$ cat src/rtl/nn_pkg.sv
// Shared constants, address map and enums for the 2-10-1 phase-detector
// network sequencer.
package nn_pkg;
   localparam int unsigned N_HID       = 10;
   localparam int unsigned IN_W        = 9;
   localparam int unsigned W_W         = 8;
   localparam int unsigned ACC_W       = 17;
   localparam int unsigned OUT_W       = 8;
   localparam int unsigned AD_W        = 6;

   localparam int unsigned ADDR_B1_OFS = 2;
   localparam int unsigned ADDR_W2     = 3 * N_HID;
   localparam int unsigned ADDR_B2     = ADDR_W2 + N_HID;
   localparam int unsigned LAST_ADDR   = ADDR_B2;

   typedef enum logic [1:0] {S_IDLE, S_FILL, S_HID, S_OUT} state_t;
   typedef enum logic       {MAC_MUL, MAC_BIAS}            mac_sel_t;
   typedef enum logic [1:0] {SRC_IN1, SRC_IN2, SRC_H}      src_t;
endpackage

$ cat src/rtl/nn_mac.sv
// Shared multiply-accumulate unit: unsigned 9-bit operand times signed
// coefficient, or sign-extended bias, into a wrapping ACC_W accumulator.
module nn_mac
   import nn_pkg::*;
(
   input  logic             clk,
   input  logic             rst_n,
   input  mac_sel_t         sel,
   input  logic             clr,
   input  logic             en,
   input  logic [W_W-1:0]   coeff,
   input  logic [IN_W-1:0]  opnd,
   output logic [ACC_W-1:0] acc
);
   logic signed [ACC_W-1:0] opnd_x;
   logic signed [ACC_W-1:0] coeff_x;
   logic signed [ACC_W-1:0] term;

   // Product is formed directly at ACC_W width; the low bits match the
   // truncated full-width product.
   always_comb begin
      opnd_x  = ACC_W'({1'b0, opnd});
      coeff_x = ACC_W'($signed(coeff));
      term    = (sel == MAC_BIAS) ? coeff_x : opnd_x * coeff_x;
   end

   always_ff @(posedge clk or negedge rst_n) begin
      if (!rst_n) begin
         acc <= '0;
      end else if (en) begin
         acc <= clr ? term : acc + term;
      end
   end
endmodule

$ cat src/rtl/nn_seq_sched.sv
// Time-multiplexed sequencer: one MAC, one sync ROM port and one external
// activation shared across 10 hidden neurons and the output neuron.
module nn_seq_sched
   import nn_pkg::*;
(
   input  logic             clk,
   input  logic             rst_n,
   input  logic             start,
   input  logic [IN_W-1:0]  in1,
   input  logic [IN_W-1:0]  in2,
   output logic             busy,
   output logic             done,
   output logic [OUT_W-1:0] out1,
   output logic             coeff_rd,
   output logic [AD_W-1:0]  coeff_addr,
   input  logic [W_W-1:0]   coeff_data,
   output logic [ACC_W-1:0] act_in,
   input  logic [ACC_W-1:0] act_out
);
   localparam logic [3:0]      HID_LAST = 4'(N_HID - 1);
   localparam logic [3:0]      OUT_LAST = 4'(ADDR_B2 - ADDR_W2);
   localparam logic [1:0]      PH_BIAS  = 2'(ADDR_B1_OFS);
   localparam logic [AD_W-1:0] ADDR_END = AD_W'(LAST_ADDR);

   state_t            state, nstate;
   logic [1:0]        ph;
   logic [3:0]        nidx;
   logic [IN_W-1:0]   in1_q, in2_q;
   logic [IN_W-1:0]   h [N_HID];

   logic              mac_en, mac_clr, h_cap, out_cap;
   mac_sel_t          mac_sel;
   src_t              src;
   logic [3:0]        cap_idx;
   logic [IN_W-1:0]   opnd;
   logic [ACC_W-1:0]  acc;
   logic [ACC_W-1:0]  bias_x, sum;
   logic [OUT_W-1:0]  clamp;
   logic              unused_act;

   nn_mac u_mac (
      .clk   (clk),
      .rst_n (rst_n),
      .sel   (mac_sel),
      .clr   (mac_clr),
      .en    (mac_en),
      .coeff (coeff_data),
      .opnd  (opnd),
      .acc   (acc)
   );

   assign act_in     = acc;
   assign coeff_rd   = busy;
   assign unused_act = ^act_out[ACC_W-1:IN_W];

   always_ff @(posedge clk or negedge rst_n) begin
      if (!rst_n) state <= S_IDLE;
      else        state <= nstate;
   end

   always_comb begin
      nstate = state;
      case (state)
         S_IDLE:  if (start) nstate = S_FILL;
         S_FILL:  nstate = S_HID;
         S_HID:   if (ph == PH_BIAS && nidx == HID_LAST) nstate = S_OUT;
         S_OUT:   if (nidx == OUT_LAST) nstate = S_IDLE;
         default: nstate = S_IDLE;
      endcase
   end

   // h[j-1] is captured while neuron j starts; the last hidden neuron
   // finishes only as the output layer begins, so h[9] lands in w2[0].
   always_comb begin
      busy    = 1'b0;
      mac_en  = 1'b0;
      mac_clr = 1'b0;
      mac_sel = MAC_MUL;
      src     = SRC_H;
      h_cap   = 1'b0;
      cap_idx = nidx - 4'd1;
      out_cap = 1'b0;
      case (state)
         S_FILL: busy = 1'b1;
         S_HID: begin
            busy   = 1'b1;
            mac_en = 1'b1;
            if (ph == 2'd0) begin
               mac_clr = 1'b1;
               src     = SRC_IN1;
               h_cap   = (nidx != 4'd0);
            end else if (ph == 2'd1) begin
               src = SRC_IN2;
            end else begin
               mac_sel = MAC_BIAS;
            end
         end
         S_OUT: begin
            busy = 1'b1;
            if (nidx == OUT_LAST) begin
               out_cap = 1'b1;
            end else begin
               mac_en  = 1'b1;
               mac_clr = (nidx == 4'd0);
               h_cap   = (nidx == 4'd0);
               cap_idx = HID_LAST;
            end
         end
         default: ;
      endcase
   end

   always_comb begin
      case (src)
         SRC_IN1: opnd = in1_q;
         SRC_IN2: opnd = in2_q;
         default: opnd = (nidx <= HID_LAST) ? h[nidx] : '0;
      endcase
      bias_x = ACC_W'($signed(coeff_data));
      sum    = acc + bias_x;
      if (sum[ACC_W-1])             clamp = '0;
      else if (|sum[ACC_W-2:OUT_W]) clamp = '1;
      else                          clamp = sum[OUT_W-1:0];
   end

   always_ff @(posedge clk or negedge rst_n) begin
      if (!rst_n) begin
         ph         <= '0;
         nidx       <= '0;
         in1_q      <= '0;
         in2_q      <= '0;
         coeff_addr <= '0;
         out1       <= '0;
         done       <= 1'b0;
         for (int unsigned i = 0; i < N_HID; i++) h[i] <= '0;
      end else begin
         done <= out_cap;
         if (out_cap) out1 <= clamp;
         if (h_cap) h[cap_idx] <= act_out[IN_W-1:0];
         if (busy && coeff_addr != ADDR_END) coeff_addr <= coeff_addr + 6'd1;
         case (state)
            S_IDLE: if (start) begin
               in1_q      <= in1;
               in2_q      <= in2;
               coeff_addr <= '0;
            end
            S_FILL: begin
               ph   <= '0;
               nidx <= '0;
            end
            S_HID: begin
               if (ph == PH_BIAS) begin
                  ph   <= '0;
                  nidx <= (nidx == HID_LAST) ? '0 : nidx + 4'd1;
               end else begin
                  ph <= ph + 2'd1;
               end
            end
            S_OUT: nidx <= nidx + 4'd1;
            default: ;
         endcase
      end
   end
endmodule

$ cat config.mk
export PLATFORM = sky130hd
export DESIGN_NAME = nn_seq_sched
export DESIGN_NICKNAME = d
export VERILOG_FILES = /design/src/rtl/nn_pkg.sv /design/src/rtl/nn_mac.sv /design/src/rtl/nn_seq_sched.sv
export SDC_FILE = /design/constraint.sdc
export NUM_CORES = 1
export LEC_CHECK = 0
export BUFFER_PORTS_ARGS = -buffer_cell sky130_fd_sc_hd__buf_2
export CORE_AREA = 4 4 157 159
export CTS_BUF_LIST = sky130_fd_sc_hd__clkbuf_8
export CTS_CLUSTER_SIZE = 20
export DETAILED_ROUTE_END_ITERATION = 10
export DIE_AREA = 0 0 161 163
export GPL_ROUTABILITY_DRIVEN = 0
export HOLD_SLACK_MARGIN = 0.03
export PLACE_DENSITY = 0.66
export SETUP_SLACK_MARGIN = 0.15
export SLEW_MARGIN = 0
export SYNTH_ARGS = -nofsm -noshare
export SYNTH_HDL_FRONTEND = slang
export SYNTH_SLANG_ARGS = --single-unit
export TNS_END_PERCENT = 10
$ cat constraint.sdc
create_clock -name clk -period 14.1 [get_ports clk]
set_clock_uncertainty 0.1 [all_clocks]
set_input_delay 1.41 -clock clk [delete_from_list [all_inputs] [get_ports clk]]
set_output_delay 1.41 -clock clk [all_outputs]
set_load 0.01 [all_outputs]
==> results.md <==
* Status: finished clean
* TNS Setup at 0 ns
* Hold buffer count at cts at 0
* Pre-antenna DRT Iters at 5
* FP Rows at 56
* Post-synth EDFFs at 0
* Post-DP HPWL at 18700 um
* Finished Cell Area at 12200 sq um
* Syn_nets at 1274
* Vias in the first global route at 8239
* PortBufs at 71
* Die area at 26200 sq um
* Mean Syn Cell Area at 10.2 sq um
* DR iter-0 viols at 486
* Startpoint Class: flip-flop
* Fin crit period at 8.92 ns
* Tightest Pin Transition at 1.08 ns
* Relative slew slack at 0.278
* CP arrival at 9.17 ns
* Total global-route track usage at 0.201
* Setup bufs post-CTS at 0
* WL final at 25400 um
* Critical path peak fanout at 36
* Synthesis warning total at 0
* Post-DP Area at 11800 sq um
* Area growth syn-to-layout at 9.08%
* Netlist Area Pre-Place at 11200 sq um
* Fmax at 112 MHz
* RR Endpoint: u_mac.acc[16]
* Starting Density at 0.481
* CTS Buf Count at 17
* # H-tree levels at 4
* Highest Signal Layer: met4
* R2r startpoint: nidx[0]
* I/O pins at 80
* GRT Residual Overflow at 0
* Register area share after synthesis at 0.331
* Die height at 163 um
* Die width at 161 um
* Clock Tree Buf Depth at 2
* Post-Place Worst Slack at 5.16 ns
* WP data required at 14.36 ns
* PostCTS Resize Cnt at 0
* Final Cycle Share at 0.632
* Final setup violation count at 0
* Total number of vias at 8149
* ANT cells at 0
* Most frequent cells in the layout: dfrtp_1 (147), mux2_2 (120), nand2_1 (101)
* Setup CP Type: flip-flop to flip-flop
* Clock-pin slew on the worst setup and hold paths at 0.09 ns
* Synth async-reset ratio at 1.00
* Fillers at 2142
* Slew Limit Fails at 0
* Worst r2r path cells at 30
* WL/cell at 17.2 um
* Crit end category: flip-flop
* Flop2flop setup slack at 5.18 ns
* Max-cap violations at 0
* Root buf cell: clkbuf_8
* Final Hold Vio Count at 0
* Commonest non-fill, non-tap cell in the layout: dfrtp_1
* WL met2 at 11700 um
* RSZ-0062 raised after global routing: false
* Syn Inst Count at 1096
* Worst hold stages at 1
* Clk sinks at 148
* CTS tree: yes
* Nets at 1327
* WL met1 at 12200 um
* Remaining antenna violation count at 0
* Drt drc at 0
* Placeable Area at 23300 sq um
* Worst hold path class: flip-flop to flip-flop
* Worst path slowest cell: a211oi_1
* Pin count of the biggest net entering global routing at 78
* Initial antenna violation count at 0
* First-pass GRT wire length at 42500 um
* Worst hold path startpoint: h[67]
* Yosys reg bits at 148
* Layout cells sized above 1 at 0.229
* Crit-path max cell delay at 0.90 ns
* DR WL met3 at 934 um
* Clk_lat worst skew at 0.46 ns
* Fin worst setup slack at 5.18 ns
* Vias per cell at 5.51
* Library cells used by synthesis at 71
* Hold Crit Endpoint: h[67]
* Leading register cell type out of synthesis: dfrtp_1
-- sequential cells by signal, summed over array words and instances, names as in the netlist --
name,count
state,2
in2_q,9
in1_q,9
u_mac.acc,17
ph,2
out1,8
coeff_addr,6
done,1
nidx,4
h,90
-- per-stage QoR --
step	hold slack, ns	cells	util
floorplan	0.374	1096	-
global placement	0.381	1449	0.508
detailed placement	0.389	1449	0.508
CTS	0.411	1480	0.524
global route	0.418	1480	0.524
finish	0.408	1480	0.524
-- Yosys cell counts, types with 18 or more instances --
| master | number | area (sq um) |
|---|---|---|
| o21ai_0 | 41 | 205 |
| fa_1 | 45 | 901 |
| inv_1 | 89 | 334 |
| a21oi_1 | 52 | 260 |
| mux4_2 | 18 | 405 |
| dfrtp_1 | 148 | 3700 |
| xor2_1 | 19 | 166 |
| and2_1 | 47 | 294 |
| a22oi_1 | 18 | 135 |
| xnor2_1 | 18 | 158 |
| mux2_2 | 120 | 1350 |
| nand2_1 | 101 | 379 |
| clkbuf_1 | 24 | 90.1 |
| nand3_1 | 18 | 90.1 |
| nor2_1 | 56 | 210 |
| ha_1 | 87 | 1090 |
-- worst max-delay path: cells and delay by family (launching register included) --
kind            cells  cell delay (ns)
simple gates        6             1.11
buf+inv             4             0.68
fa+ha+maj           7             2.91
flops               1             0.40
compound gates     12             3.49
xor+xnor            1             0.14
-- layer usage --
layer | up-vias | track usage
met3 | 31 | 0.0301
met2 | 141 | 0.318
met1 | 3994 | 0.287
li1 | 3983 | -
met4 | 0 | 0.0644
met5 | - | 0
-- cell families (layout without fill, tap and decap cells) --
logic type / after synthesis / after routing / share of synthesized area
XOR/XNOR: 37 / 37 / 0.0290
multiplexers: 144 / 144 / 0.163
adder cells (fa/ha/maj): 132 / 132 / 0.178
buffers and inverters: 136 / 201 / 0.0467
AO/OA/AOI/OAI: 215 / 215 / 0.131
AND/OR/NAND/NOR: 284 / 284 / 0.121
flip-flops: 148 / 148 / 0.331
-- worst max-delay path by stage --
stage	from	endpoint	slack, ns	cells after the start
floorplan	nidx[0]	u_mac.acc[16]	6.57	31
global placement	nidx[0]	u_mac.acc[16]	5.25	30
detailed placement	nidx[0]	u_mac.acc[16]	5.16	30
CTS	nidx[0]	u_mac.acc[16]	5.13	30
global route	nidx[0]	u_mac.acc[16]	4.54	30
finish	nidx[0]	u_mac.acc[16]	5.18	30
-- layout make-up --
class | instances | area, sq um | share of cell area
Multi-Input combinational cell | 812 | 6950 | 0.570
Sequential cell | 148 | 3700 | 0.304
Timing Repair Buffer | 78 | 414 | 0.0340
Tap cell | 319 | 399 | 0.0327
Inverter | 92 | 345 | 0.0283
Clock buffer | 17 | 234 | 0.0192
Clock inverter | 14 | 143 | 0.0117
Power is left out: the tool's default activity adds up to more than one toggle a clock period on the data nets, which glitch-free logic cannot reach.
